--- src/rtl/tiled_ycc_renderer.sv ---
// Tagged 4:2:2 YCbCr line-FIFO reader with a 3-stage signed, saturating RGB converter and X-tile gating.
// Optional build macro TEST_PATTERN_EN enables colour bars, gradient and black via i_mode.
module tiled_ycc_renderer #(
    parameter int H_START  = 1,
    parameter int H_ACTIVE = 1280,
    parameter int V_START  = 24,
    parameter int V_ACTIVE = 720,
    parameter int XTAG_W   = 2
) (
    input  logic                i_clk_74M,
    input  logic                i_rst,
    input  logic [11:0]         i_hcnt,
    input  logic [11:0]         i_vcnt,
    input  logic [1:0]          i_mode,
    output logic                o_fifo_read,
    input  logic [XTAG_W+26:0]  i_data,
    output logic                o_de,
    output logic [7:0]          o_r,
    output logic [7:0]          o_g,
    output logic [7:0]          o_b,
    output logic                o_sync_err,
    output logic [15:0]         o_err_cnt
);
    localparam int TILES_X = 2 ** XTAG_W;
    localparam int TILE_W  = H_ACTIVE / TILES_X;
    localparam int TPW     = $clog2(TILE_W);
    localparam logic [TPW-1:0] TILE_LAST = TPW'(TILE_W - 1);
    localparam logic [11:0] H_LO = 12'(H_START);
    localparam logic [11:0] H_HI = 12'(H_START + H_ACTIVE);
    localparam logic [11:0] V_LO = 12'(V_START);
    localparam logic [11:0] V_HI = 12'(V_START + V_ACTIVE);

    logic              active, line_start, px_odd;
    logic [10:0]       line_tag;
    logic [XTAG_W-1:0] d_xtag;
    logic [10:0]       d_ytag;
    logic [7:0]        d_y, d_c;
    logic [TPW-1:0]    tile_pos_q, tile_pos_cur;
    logic [XTAG_W-1:0] tile_idx_q, tile_idx_cur;

    always_comb begin
        active       = (i_hcnt >= H_LO) && (i_hcnt < H_HI) && (i_vcnt >= V_LO) && (i_vcnt < V_HI);
        line_start   = (i_hcnt == H_LO);
        px_odd       = i_hcnt[0] ^ H_LO[0];
        line_tag     = 11'(i_vcnt - V_LO);
        {d_xtag, d_ytag, d_y, d_c} = i_data;
        tile_pos_cur = line_start ? '0 : tile_pos_q;
        tile_idx_cur = line_start ? '0 : tile_idx_q;
    end

    assign o_fifo_read = active && !i_rst;

    // Stage 1: capture luma, chroma, tile match; track tile position; line-tag check.
    logic       v1, match1;
    logic [7:0] y1, cb_q, cr_q;

    always_ff @(posedge i_clk_74M) begin
        if (i_rst) begin
            v1         <= 1'b0;
            y1         <= 8'd0;
            match1     <= 1'b0;
            cb_q       <= 8'd128;
            cr_q       <= 8'd128;
            tile_pos_q <= '0;
            tile_idx_q <= '0;
            o_sync_err <= 1'b0;
            o_err_cnt  <= 16'd0;
        end else begin
            v1 <= active;
            if (active) begin
                y1     <= d_y;
                match1 <= (d_xtag == tile_idx_cur);
                if (px_odd) cr_q <= d_c;
                else        cb_q <= d_c;
                if (tile_pos_cur == TILE_LAST) begin
                    tile_pos_q <= '0;
                    tile_idx_q <= tile_idx_cur + 1'b1;
                end else begin
                    tile_pos_q <= tile_pos_cur + 1'b1;
                    tile_idx_q <= tile_idx_cur;
                end
                if (line_start && (d_ytag != line_tag)) begin
                    o_sync_err <= 1'b1;
                    if (o_err_cnt != 16'hFFFF) o_err_cnt <= o_err_cnt + 16'd1;
                end
            end
        end
    end

    // Stage 2: signed chroma products from the most recent Cb and Cr.
    logic signed [18:0] cbs, crs, pr, pg, pb;
    logic               v2, match2;
    logic [7:0]         y2;

    always_comb begin
        cbs = $signed({11'd0, cb_q}) - 19'sd128;
        crs = $signed({11'd0, cr_q}) - 19'sd128;
    end

    always_ff @(posedge i_clk_74M) begin
        if (i_rst) v2 <= 1'b0;
        else       v2 <= v1;
    end

    always_ff @(posedge i_clk_74M) begin
        y2     <= y1;
        match2 <= match1;
        pr     <= 19'sd359 * crs;
        pg     <= 19'sd88 * cbs + 19'sd183 * crs;
        pb     <= 19'sd454 * cbs;
    end

`ifdef TEST_PATTERN_EN
    localparam int BAR_W = H_ACTIVE / 8;
    logic [1:0]  mode1, mode2;
    logic [23:0] pat_cur, pat1, pat2;
    logic [11:0] px;
    logic [2:0]  bar;

    always_comb begin
        px  = i_hcnt - H_LO;
        bar = 3'(px / 12'(BAR_W));
        case (i_mode)
            2'd1:    pat_cur = {{8{~bar[1]}}, {8{~bar[2]}}, {8{~bar[0]}}};
            2'd2:    pat_cur = {8'd0, i_vcnt[8:1], i_hcnt[9:2]};
            default: pat_cur = 24'd0;
        endcase
    end

    always_ff @(posedge i_clk_74M) begin
        mode1 <= i_mode;
        pat1  <= pat_cur;
        mode2 <= mode1;
        pat2  <= pat1;
    end
`else
    logic unused_mode;
    assign unused_mode = ^i_mode;
`endif

    // Stage 3: sum, clamp to 0..255, tile gate, pattern select.
    function automatic logic [7:0] clamp8(input logic signed [18:0] v);
        if (v < 0)              return 8'd0;
        else if (v > 19'sd255)  return 8'd255;
        else                    return v[7:0];
    endfunction

    logic signed [18:0] ys, rs, gs, bs;
    logic [23:0]        vid_rgb, pat_rgb, rgb_nxt;
    logic               video_sel;

    always_comb begin
        ys      = $signed({11'd0, y2});
        rs      = ys + (pr >>> 8);
        gs      = ys - (pg >>> 8);
        bs      = ys + (pb >>> 8);
        vid_rgb = match2 ? {clamp8(rs), clamp8(gs), clamp8(bs)} : 24'd0;
`ifdef TEST_PATTERN_EN
        video_sel = (mode2 == 2'd0);
        pat_rgb   = pat2;
`else
        video_sel = 1'b1;
        pat_rgb   = 24'd0;
`endif
        if (!v2)            rgb_nxt = 24'd0;
        else if (video_sel) rgb_nxt = vid_rgb;
        else                rgb_nxt = pat_rgb;
    end

    always_ff @(posedge i_clk_74M) begin
        if (i_rst) begin
            o_de <= 1'b0;
            o_r  <= 8'd0;
            o_g  <= 8'd0;
            o_b  <= 8'd0;
        end else begin
            o_de <= v2;
            {o_r, o_g, o_b} <= rgb_nxt;
        end
    end
endmodule

--- config.mk ---
export PLATFORM = sky130hd
export DESIGN_NAME = tiled_ycc_renderer
export DESIGN_NICKNAME = d
export VERILOG_FILES = /design/src/rtl/tiled_ycc_renderer.sv
export SDC_FILE = /design/constraint.sdc
export NUM_CORES = 1
export LEC_CHECK = 0
export BUFFER_PORTS_ARGS = -buffer_cell sky130_fd_sc_hd__buf_2
export CAP_MARGIN = 40
export CORE_MARGIN = 2
export CORE_UTILIZATION = 40
export DETAILED_ROUTE_END_ITERATION = 8
export SYNTH_ARGS = -nofsm -noshare
export SYNTH_HDL_FRONTEND = slang
export SYNTH_SLANG_ARGS = --single-unit
--- constraint.sdc ---
create_clock -name i_clk_74M -period 6.3 [get_ports i_clk_74M]
set_input_delay 0.945 -clock i_clk_74M [delete_from_list [all_inputs] [get_ports i_clk_74M]]
set_output_delay 0.945 -clock i_clk_74M [all_outputs]
set_load 0.005 [all_outputs]
## After elaboration in Yosys (flattened, before gate mapping)

Index checks and enable logic that the tools add are counted.

| storage, ports and cells | value |
|---|---|
| output and inout port bits | 43 |
| flip-flop bits (word level) | 145 |

| cells by class | value |
|---|---|
| equality and inequality tests | 5 |
| multipliers | 4 |
| $lt $le $gt $ge | 10 |
| reduce and logical (&&, ||, !) cells | 13 |
| add/subtract/negate cells | 10 |
| bitwise gates (word level) | 3 |
| mux-type cells | 7 |

Operators by type and width:

| operator | count |
|---|---|
| > comparator 12 x 9 -> 1 bit, second input constant | 3 |
| < comparator 12 x 1 -> 1 bit, second input constant | 3 |
| multiplier 9 x 9 -> 18 bit, first input constant | 2 |
| adder 9 x 11 -> 12 bit | 2 |
| 2-to-1 mux 8 bit | 3 |
| adder 17 x 18 -> 19 bit | 1 |
| multiplier 10 x 9 -> 19 bit, first input constant | 1 |
| 2-to-1 mux 9 bit | 2 |
| subtractor 8 x 8 -> 9 bit, second input constant | 2 |
| adder 16 x 1 -> 16 bit, second input constant | 1 |
| != test 16 bit, second input constant | 1 |
| multiplier 5 x 9 -> 14 bit, first input constant | 1 |
| equality test 12 x 1 -> 1 bit, second input constant | 1 |
| greater-or-equal comparator 12 x 1 -> 1 bit, second input constant | 1 |
| greater-or-equal comparator 12 x 5 -> 1 bit, second input constant | 1 |
| < comparator 12 x 10 -> 1 bit, second input constant | 1 |
| < comparator 12 x 11 -> 1 bit, second input constant | 1 |
| OR reduction 4 bit | 3 |
| subtractor 9 x 11 -> 12 bit | 1 |
| != test 11 bit | 1 |
| subtractor 11 x 5 -> 11 bit, second input constant | 1 |
| adder 9 x 1 -> 9 bit, second input constant | 1 |
| equality test 9 bit, second input constant | 1 |
| AND reduction 2 bit | 3 |
| other kinds (7) | 14 |

## Depth between registers and ports, before layout

Gate-level depths: netlist (run 1).

| logic depth | value |
|---|---|
| depth in word-level cells | 5 |
| gate-level depth with buffers | 23 |
| mapped depth without buffers | 23 |

## Least setup slack after synthesis (run 1)

OpenSTA, ideal clock, no wires.

| path | value |
|---|---|
| path kind | reg2reg |
| start | register cr_q[7] |
| end | register pr[17] |
| data arrival time | 4,750 ps |
| path slack | 1,424 ps |
| stages on the path, launching flop included | 18 |
| period minus slack after synthesis | 4,876 ps |
| library setup time | 126 ps |
| required time | 6,174 ps |
| cells stage by stage | dfxtp_1 > inv_1 > ha_1 > inv_1 > ha_1 > inv_1 > fa_1 > inv_1 > fa_1 > fa_1 > ha_1 > nand3_1 > o211ai_1 > o41ai_1 > o21ai_0 > o41a_1 > a21oi_1 > xnor2_1 |

| on the way | value |
|---|---|
| word-level cells in the longest chain between the ends | 2 |

Ends and longest elaborated chain:

| element | line | source |
|---|---|---|
| start: declaration | 55 | `logic [7:0] y1, cb_q, cr_q;` |
| start signal: assignment | 63 | `cr_q <= 8'd128;` |
| start signal: assignment | 73 | `if (px_odd) cr_q <= d_c;` |
| subtractor 8 x 8 -> 9 bit | 97 | `crs = $signed({11'd0, cr_q}) - 19'sd128;` |
| multiplier 10 x 9 -> 19 bit | 108 | `pr <= 19'sd359 * crs;` |
| end signal: assignment | 108 |  |
| end: declaration | 91 | `logic signed [18:0] cbs, crs, pr, pg, pb;` |

Every way passes these cells.
A chain may end at the register's enable or synchronous reset.

## Final worst setup path (run 1)

| path | value |
|---|---|
| start | register cb_q[3] |
| end | register pg[18] |

| on the way | value |
|---|---|
| word-level cells in the longest chain between the ends | 3 |

Ends and longest elaborated chain:

| element | line | source |
|---|---|---|
| start: declaration | 55 |  |
| start signal: assignment | 62 | `cb_q <= 8'd128;` |
| start signal: assignment | 74 | `else cb_q <= d_c;` |
| subtractor 8 x 8 -> 9 bit | 96 | `cbs = $signed({11'd0, cb_q}) - 19'sd128;` |
| multiplier 5 x 9 -> 14 bit | 109 | `pg <= 19'sd88 * cbs + 19'sd183 * crs;` |
| adder 17 x 18 -> 19 bit | 109 |  |
| end signal: assignment | 109 |  |
| end: declaration | 91 |  |

Every way passes these cells.

==> flow_summary.json, run 1 <==
{
  "synthAdderAreaFrac": 0.357,
  "use_met3": 0.0419,
  "synth_edf_count": 0,
  "die-area_sq_mm": 0.0271,
  "critical-path-max-stage-delay_ns": 0.57,
  "antenna_left": 0,
  "multiInputGateArea_sq_mm": 0.00719,
  "min_period_over_period": 0.876,
  "drc": 0,
  "clockRootBuffer": "clkbuf_16",
  "final_util": 0.470,
  "worst_pin_slew_ns": 0.798,
  "clock-sinks": 122,
  "cts_hold_buf": 0,
  "wire_per_inst_um": 13.7,
  "routed_via_density": 4.96,
  "gp_congestion": 0.830,
  "synth_area_leaders": "dfxtp_1 (24%), ha_1 (22%), fa_1 (13%), inv_1 (6.0%), xnor2_1 (3.8%)",
  "drt-total-wl_um": 21500,
  "setup_viol": 0,
  "synth_area_sq_mm": 0.0103,
  "cp_data_required_time_ns": 6.60,
  "leakage_nw": 6.17,
  "grtUsageMet2": 0.268,
  "chipWidth_um": 165,
  "cp-start-kind": "register",
  "post-place-ws_ns": 0.806,
  "syn_nets": 1429,
  "cp_max_fo": 8,
  "synthMuxAreaShare": 0.0195,
  "first_global_vias": 7572,
  "synth_seq_cells": 122,
  "cts_tree": "built",
  "setup_ws_ns": 0.784,
  "cp-end-kind": "register",
  "start_util": 0.409,
  "slew_viol_final": 0,
  "rsz0062_at_grt": "false",
  "htreeDepth": 4,
  "port_buffers": 97,
  "max_freq_mhz": 181,
  "cts_resized": 0,
  "synth-main-ff-cell": "dfxtp_1",
  "die_h_um": 165,
  "clkSlewWorstSetupHoldPaths_ns": 0.06,
  "final-hold-violation-count": 0,
  "synth_top_area_share": 0.237,
  "synth_top_area_cell": "dfxtp_1",
  "power_density_mw_per_mm2": 176,
  "met1_usage": 0.223,
  "place_hpwl_um": 17200,
  "rows": 58,
  "synth_cells": 1119,
  "synth_compound_area_frac": 0.123,
  "setup_tns_ns": 0,
  "regArea_sq_mm": 0.00244,
  "grt_pass1_wl_um": 36000,
  "synth-xor-area-share": 0.0594,
  "drive_above_1_share": 0.119,
  "yosysWarnings": 0,
  "io_pins": 100,
  "grt.overflow.total": 0,
  "nets": 1537,
  "clockBufferDepth": 2,
  "worst_path_most_repeated_cell": "ha_1",
  "route.vias.total": 7796,
  "arrival_ns": 5.82,
  "peakVddDrop_mv": 0.186,
  "min_period_ns": 5.52,
  "synth_commonest_cells": "ha_1 (184), inv_1 (166), dfxtp_1 (122), nor2_1 (85), fa_1 (69)",
  "slowest_stage": "dfxtp_1",
  "cts_buffers": 17,
  "critical-path-top-delay-family": "adder cells",
  "clock_skew_ns": 0.0109,
  "crit_buf_inv": 2,
  "busiest_layer": "met2",
  "status": "completed",
  "yosys.area_share.simple": 0.138,
  "reg2reg_slack_ns": 0.78,
  "async_reset_ff_frac": 0,
  "cts_setup_buffers": 0,
  "clock_latency_ns": 0.42,
  "slew_headroom": 0.468,
  "ys_types": 58,
  "syn_area_per_cell_sq_um": 9.22,
  "dr.pass1.iters": 4,
  "synth_top_family_by_area": "adder cells",
  "path_cells": "ha_1, fa_1, ha_1, a21oi_1, nor2b_1, o21a_1, nor2_1, xnor2_1, ha_1, inv_1, fa_1, fa_1, inv_1, ha_1, nor3_1, o2111ai_1, a31oi_1, o21ai_0, nor2_1, o21bai_1, xnor2_1",
  "nFillCells": 2451,
  "coreArea_sq_mm": 0.0253,
  "ys_seq_area_frac": 0.237,
  "grt_start_max_net_pins": 58,
  "synthToLayoutAreaGrowth_pct": 14.9,
  "max-cap-violations": 0,
  "worstSetupPathType": "reg -> reg",
  "first_iter_violations": 302,
  "synth_most_common_cell": "ha_1",
  "hp-class": "reg -> reg",
  "antenna_found_initial": 3,
  "track_usage": 0.167
}
-- state kept, by name, indices dropped and copies added (netlist names) --
signal,count
cr_q,8
match2,1
o_err_cnt,16
y2,8
pg,11
o_r,8
o_b,8
cb_q,8
tile_pos_q,9
match1,1
v2,1
pb,11
v1,1
y1,8
o_sync_err,1
pr,11
o_g,8
tile_idx_q,2
o_de,1
-- placed cells by master, fill, tap and decap left out, types with 7 or more instances in the layout --
master       n
and3_1      11
inv_1      166
a21oi_1     63
o31ai_1     10
or2_2        8
xnor2_1     45
nor2b_1     15
nand2_1     50
and2_1       7
fa_1        69
o21bai_1     8
buf_4        7
nand3_1     22
o21ai_0     32
clkbuf_16   17
o21a_1      31
a21o_1       8
nand3b_1     8
ha_1       184
or4_1       13
nand4_1     10
nor2_1      85
xor2_1      25
or3_1        7
mux2i_1     19
dfxtp_1    122
nor3_1      21
buf_2       97
-- layout make-up --
| type | count | area share |
|---|---|---|
| multi-input cells | 816 | 0.606 |
| flip-flops and latches | 122 | 0.206 |
| inverters | 166 | 0.0525 |
| repair buffers | 104 | 0.0454 |
| clock buffers | 18 | 0.0370 |
| well taps | 330 | 0.0348 |
| clock inverters | 14 | 0.0176 |
| diodes | 1 | 0.000211 |
-- path summary, 6_finish.rpt --
path                               from      to  cells past startpoint
worst max-delay path            cb_q[3]  pg[18]                     21
worst min register to register    y1[0]   y2[0]                      0
worst max register to register  cb_q[3]  pg[18]                     21
worst min-delay path              y1[0]   y2[0]                      0
-- metal layers --
| metal | vias to the layer above | wire [um] |
|---|---|---|
| met2 | 139 | 9590 |
| met3 | 17 | 937 |
| met1 | 3588 | 10600 |
| met4 | 4 | 301 |
| met5 | - | 34 |
| li1 | 4048 | - |
-- report_power, final --
part	internal (mW)	switching (mW)
Combinational	0.0988	0.125
Clock	0.683	0.387
Sequential	0.786	0.0104
Total	1.57	0.522
-- through the flow --
step                power [mW]  area [sq um]  std cells  hold WS (ns)
global placement          1.03         11200       1538         0.334
detailed placement        1.04         11200       1538         0.340
finish                    2.09         11900       1571         0.351
floorplan                0.971         10300       1119         0.331
CTS                       2.12         11900       1570         0.350
global route              2.19         11900       1570         0.355
-- cell families (layout without fill, tap and decap cells) --
kind of cell,after synthesis,in the layout
AOI/OAI and AO/OA,194,194
xor gates and xnor gates,70,70
adders and majority gates,253,253
buffers and inverters,181,302
DFF,122,122
muxes,20,20
other,0,1
and+or+nand+nor,279,279
Note: power is estimated with default switching activity, not from simulation.
==> run 2: changes to the inputs <==
Settings changed: ABC_AREA from default to 1, REMOVE_ABC_BUFFERS from default to 1.
==> flow_summary.json, run 2 <==
{
  "start_util": 0.404,
  "async_reset_ff_frac": 0,
  "cts_resized": 0,
  "port_buffers": 97,
  "worstSetupPathType": "reg -> reg",
  "clockRootBuffer": "clkbuf_16",
  "cp_max_fo": 8,
  "cts_setup_buffers": 0,
  "r2r_end": "pg[17]",
  "max_freq_mhz": 194,
  "drt-total-wl_um": 24100,
  "drc": 0,
  "endpoint": "pg[17]",
  "hp-class": "reg -> reg",
  "min_period_ns": 5.15,
  "regToRegStartpoint": "cb_q[3]",
  "power_density_mw_per_mm2": 174,
  "slew_headroom": 0.465,
  "largest_reg_flops": 16,
  "htreeDepth": 4,
  "track_usage": 0.172,
  "nets": 1821,
  "synth_seq_cells": 122,
  "final-hold-violation-count": 0,
  "synth_cells": 1411,
  "grt_start_max_net_pins": 40,
  "grt.overflow.total": 0,
  "ys_seq_area_frac": 0.219,
  "routed_via_density": 4.69,
  "registers.top_by_ff_count": "o_err_cnt",
  "clock_skew_ns": 0.00886,
  "switching_share": 0.285,
  "rsz0062_at_grt": "false",
  "min_period_over_period": 0.817,
  "wire_per_inst_um": 12.6,
  "setup_tns_ns": 0,
  "synthMuxAreaShare": 0,
  "pwr-share-clk": 0.463,
  "grt_pass1_wl_um": 40300,
  "r2r_cells": 21,
  "nFillCells": 2780,
  "setup_viol": 0,
  "cts_buffers": 17,
  "synth_compound_area_frac": 0.0897,
  "power.switching_uw": 627,
  "synth_area_sq_mm": 0.0112,
  "gp_congestion": 0.881,
  "status": "completed",
  "synthAdderAreaFrac": 0.330,
  "mostFrequentLayoutCells": "inv_1 (253), nand2_1 (238), ha_1 (184), dfxtp_1 (122), a21oi_1 (108)",
  "cts_tree": "built",
  "die_h_um": 171,
  "drive_above_1_share": 0.106,
  "regArea_sq_mm": 0.00244,
  "clkSlewWorstSetupHoldPaths_ns": 0.06,
  "dr.pass1.iters": 5,
  "ys_types": 44,
  "synth_area_leaders": "dfxtp_1 (22%), ha_1 (21%), fa_1 (12%), inv_1 (8.5%), nand2_1 (8.0%)",
  "reg2reg_slack_ns": 1.15,
  "slew_viol_final": 0,
  "clock_latency_ns": 0.42,
  "first_global_vias": 8489,
  "peakVddDrop_mv": 0.170,
  "arrival_ns": 5.44,
  "chipWidth_um": 171,
  "synth_top_area_share": 0.219,
  "synth_edf_count": 0,
  "rows": 61,
  "antenna_found_initial": 5,
  "route.vias.total": 8919,
  "die-area_sq_mm": 0.0293,
  "p_seq_frac": 0.369,
  "cp-start-kind": "register",
  "syn_area_per_cell_sq_um": 7.92,
  "p_int_mw": 1.57,
  "cts_hold_buf": 0,
  "synth_commonest_cells": "inv_1 (253), nand2_1 (238), ha_1 (184), dfxtp_1 (122), a21oi_1 (108)",
  "yosysWarnings": 0,
  "worst_pin_slew_ns": 0.803,
  "max-cap-violations": 0,
  "synth-main-ff-cell": "dfxtp_1",
  "synth_top_family_by_area": "adder cells",
  "clockBufferDepth": 2,
  "synth-xor-area-share": 0.0743,
  "fin_area_sq_mm": 0.0126,
  "clock-sinks": 122,
  "synthToLayoutAreaGrowth_pct": 13.1,
  "placed_area_sq_mm": 0.0120,
  "synth_top_area_cell": "dfxtp_1",
  "cp-end-kind": "register",
  "io_pins": 100,
  "yosys.area_share.simple": 0.189,
  "critPathLaunch": "cb_q[3]",
  "cp_data_required_time_ns": 6.60,
  "coreArea_sq_mm": 0.0276,
  "antenna_left": 0,
  "multiInputGateArea_sq_mm": 0.00764,
  "place_hpwl_um": 19300,
  "layout_commonest_cell": "inv_1",
  "first_iter_violations": 501,
  "comb_power_share": 0.168,
  "synth_most_common_cell": "inv_1",
  "leakage_nw": 6.84
}
-- run 2: changes by cell type after synthesis, sizes merged, moves of 19 or more --
| cell | previous run | this run |
|---|---|---|
| a21oi | 63 | 110 |
| inv | 166 | 259 |
| mux2i | 19 | 0 |
| nand2 | 50 | 243 |
| nand3 | 22 | 75 |
| nand4 | 10 | 32 |
| nor2 | 85 | 108 |
| o21a | 31 | 3 |
| xor2 | 25 | 62 |
-- run 2: per-layer routing --
layer	vias up	share of wire	GRT usage
li1	4732	-	-
met1	3982	0.48	0.226
met2	169	0.46	0.292
met3	28	0.048	0.0322
met4	8	0.010	0.0398
met5	-	0.0020	0
-- run 2: per-stage QoR --
step | setup slack [ns] | hold WS, ns | instances | power, mW | util
after floorplan | 1.59 | 0.331 | 1393 | 1.10 | -
after global placement | 1.19 | 0.335 | 1870 | 1.19 | 0.435
after detailed placement | 1.16 | 0.341 | 1870 | 1.19 | 0.435
after CTS | 1.14 | 0.355 | 1902 | 2.23 | 0.458
after global routing | 0.762 | 0.361 | 1902 | 2.33 | 0.458
final | 1.15 | 0.352 | 1903 | 2.20 | 0.458
-- run 2: worst min path at each step --
stage	start	end	slack [ns]	depth (start not counted)
after detailed placement	y1[3]	y2[3]	0.34	0
after global placement	y1[1]	y2[1]	0.33	0
after global routing	y1[6]	y2[6]	0.36	0
after CTS	y1[2]	y2[2]	0.36	0
final	y1[6]	y2[6]	0.35	0
after floorplan	y1[0]	y2[0]	0.33	0
-- run 2: cell families (layout without fill, tap and decap cells) --
family	after synthesis	in the layout
DFF	122	122
buffers and inverters	277	390
other	0	1
xor gates and xnor gates	94	94
and+or+nand+nor	482	482
adders and majority gates	253	253
AOI/OAI and AO/OA	183	183
-- run 2: worst max-delay path: stages, from the launching register on --
cell and delay, ns:
dfxtp_1 0.58, ha_1 0.33, fa_1 0.46, ha_1 0.36, a21oi_1 0.16, nand2_1 0.11
a21oi_1 0.14, o21ai_0 0.10, xor2_1 0.14, inv_1 0.06, ha_1 0.26, inv_1 0.04
fa_1 0.46, fa_1 0.54, inv_1 0.04, ha_1 0.36, nand4_1 0.11, o21ai_0 0.33
nand2_1 0.09, nand2_1 0.13, a21oi_1 0.09, xor2_1 0.14
-- run 2: layout make-up --
| type | count | share of cell area |
|---|---|---|
| antenna | 1 | 0.000198 |
| clock buffer | 17 | 0.0336 |
| clock inverter | 15 | 0.0148 |
| inverter | 259 | 0.0771 |
| multi-input combinational | 1012 | 0.604 |
| sequential | 122 | 0.193 |
| tap | 378 | 0.0374 |
| timing repair buffer | 99 | 0.0396 |
-- run 2: power by group through the flow --
stage               combinational [mW]  sequential (mW)  clock [mW]
floorplan                        0.279            0.821           0
global placement                 0.364            0.827           0
detailed placement               0.367            0.827           0
CTS                              0.373            0.810        1.04
global route                     0.431            0.812        1.08
finish                           0.370            0.810        1.02
==> run 3: changes to the inputs <==
Clock period 6.3 ns to 5.3 ns, I/O delays scaled along.
==> flow_summary.json, run 3 (synthesis gave the netlist of run 2 again) <==
{
  "hp-class": "reg -> reg",
  "power_mw": 2.55,
  "nets": 1829,
  "antenna_found_initial": 6,
  "hold_path_end": "y2[7]",
  "min_period_ns": 4.97,
  "slew_headroom": 0.468,
  "cts_tree": "built",
  "setup_viol": 0,
  "track_usage": 0.174,
  "hold_path_depth": 0,
  "power_density_mw_per_mm2": 201,
  "cp-start-kind": "register",
  "die_h_um": 171,
  "regArea_sq_mm": 0.00244,
  "cp_data_required_time_ns": 5.65,
  "r2r_end": "pg[18]",
  "clock_skew_ns": 0.0109,
  "reg2reg_slack_ns": 0.33,
  "dpl.cell_count": 1878,
  "peakVddDrop_mv": 0.217,
  "wire_per_inst_um": 12.7,
  "clock_latency_ns": 0.43,
  "largest_reg_flops": 16,
  "first_iter_violations": 449,
  "grt_start_max_net_pins": 40,
  "place_hpwl_um": 19700,
  "io_pins": 100,
  "grt_pass1_wl_um": 40800,
  "start_util": 0.404,
  "arrival_ns": 5.31,
  "cts_hold_buf": 0,
  "final-hold-violation-count": 0,
  "nFillCells": 2791,
  "die-area_sq_mm": 0.0293,
  "synthToLayoutAreaGrowth_pct": 13.4,
  "setup_tns_ns": 0,
  "max_freq_mhz": 201,
  "regToRegStartpoint": "cb_q[4]",
  "max-cap-violations": 0,
  "mostFrequentLayoutCells": "inv_1 (253), nand2_1 (238), ha_1 (184), dfxtp_1 (122), a21oi_1 (108)",
  "cp_max_fo": 7,
  "min_period_over_period": 0.937,
  "dr.pass1.iters": 5,
  "first_global_vias": 8645,
  "cts_resized": 0,
  "layout_commonest_cell": "inv_1",
  "route.vias.total": 8961,
  "coreArea_sq_mm": 0.0276,
  "leakage_nw": 6.86,
  "cts_buffers": 17,
  "antenna_left": 0,
  "worst_pin_slew_ns": 0.797,
  "worstSetupPathType": "reg -> reg",
  "clkSlewWorstSetupHoldPaths_ns": 0.06,
  "min_from": "y1[7]",
  "registers.top_by_ff_count": "o_err_cnt",
  "rsz0062_at_grt": "false",
  "multiInputGateArea_sq_mm": 0.00764,
  "slew_viol_final": 0,
  "chipWidth_um": 171,
  "cts_setup_buffers": 0,
  "r2r_cells": 18,
  "drive_above_1_share": 0.111,
  "htreeDepth": 4,
  "clockBufferDepth": 2,
  "grt.overflow.total": 0,
  "routed_via_density": 4.69,
  "cp-end-kind": "register",
  "layoutNonFillerInstCount": 1912,
  "drc": 0,
  "rows": 61,
  "port_buffers": 97,
  "drt-total-wl_um": 24200,
  "status": "completed",
  "clockRootBuffer": "clkbuf_16",
  "clock-sinks": 122,
  "gp_congestion": 0.882
}
[run 3: cell types whose count changed in the layout (fill, tap and decap cells not counted), sizes merged]
cell / previous run / this run
diode: 1 / 2
clkinv: 4 / 3
inv: 265 / 268
buf: 99 / 107
bufinv: 3 / 1
[run 3: layout make-up]
class | instances | area share
diodes | 2 | 0.000395
clock buffers | 17 | 0.0336
clock inverters | 15 | 0.0121
inverters | 259 | 0.0769
multi-input cells | 1012 | 0.603
flip-flops and latches | 122 | 0.193
well taps | 378 | 0.0373
repair buffers | 107 | 0.0442
[run 3: worst max-delay path by stage]
stage | startpoint | to | slack [ns] | depth (start not counted)
4_1_cts | cb_q[4] | pg[15] | 0.30 | 18
3_5_place_dp | cb_q[4] | pg[18] | 0.39 | 18
2_1_floorplan | cb_q[3] | pg[17] | 0.59 | 22
6_report | cb_q[4] | pg[18] | 0.33 | 18
3_3_place_gp | cb_q[3] | pg[17] | 0.42 | 22
5_1_grt | cb_q[1] | pg[17] | 0.01 | 22
[run 3: stage by stage]
stage | worst slack (ns) | util | area [sq um] | hold slack [ns]
2_1_floorplan | 0.594 | - | 11000 | 0.331
5_1_grt | 0.0116 | 0.458 | 12700 | 0.355
3_3_place_gp | 0.418 | 0.438 | 12100 | 0.335
3_5_place_dp | 0.389 | 0.438 | 12100 | 0.339
4_1_cts | 0.301 | 0.458 | 12700 | 0.352
6_report | 0.334 | 0.459 | 12700 | 0.351
[run 3: per-layer routing]
layer / global-route usage / share of wire / up-vias / wire length (um)
met1: 0.223 / 0.48 / 4024 / 11600
met3: 0.0335 / 0.037 / 42 / 885
met2: 0.295 / 0.46 / 145 / 11200
met4: 0.0553 / 0.019 / 8 / 468
li1: - / - / 4742 / -
met5: 0 / 0.0023 / - / 55
[run 3: worst max-delay path, cell delays in order, from the launching register on]
cell and delay, ns:
dfxtp_1 0.58, ha_1 0.31, inv_1 0.07, fa_1 0.41, inv_1 0.07, ha_1 0.26, inv_1 0.10, xor2_1 0.25
fa_1 0.48, fa_1 0.49, inv_1 0.06, fa_1 0.49, ha_1 0.38, nand2_1 0.11, o21ai_0 0.12, nand2_1 0.09
nand4_1 0.17, a211oi_1 0.29, xor2_1 0.16
[run 3: report_power, final]
| part | leakage (nW) | switching, mW | internal [mW] |
|---|---|---|---|
| clock network | 0.281 | 0.480 | 0.663 |
| logic | 5.59 | 0.267 | 0.176 |
| registers | 0.987 | 0.0169 | 0.943 |
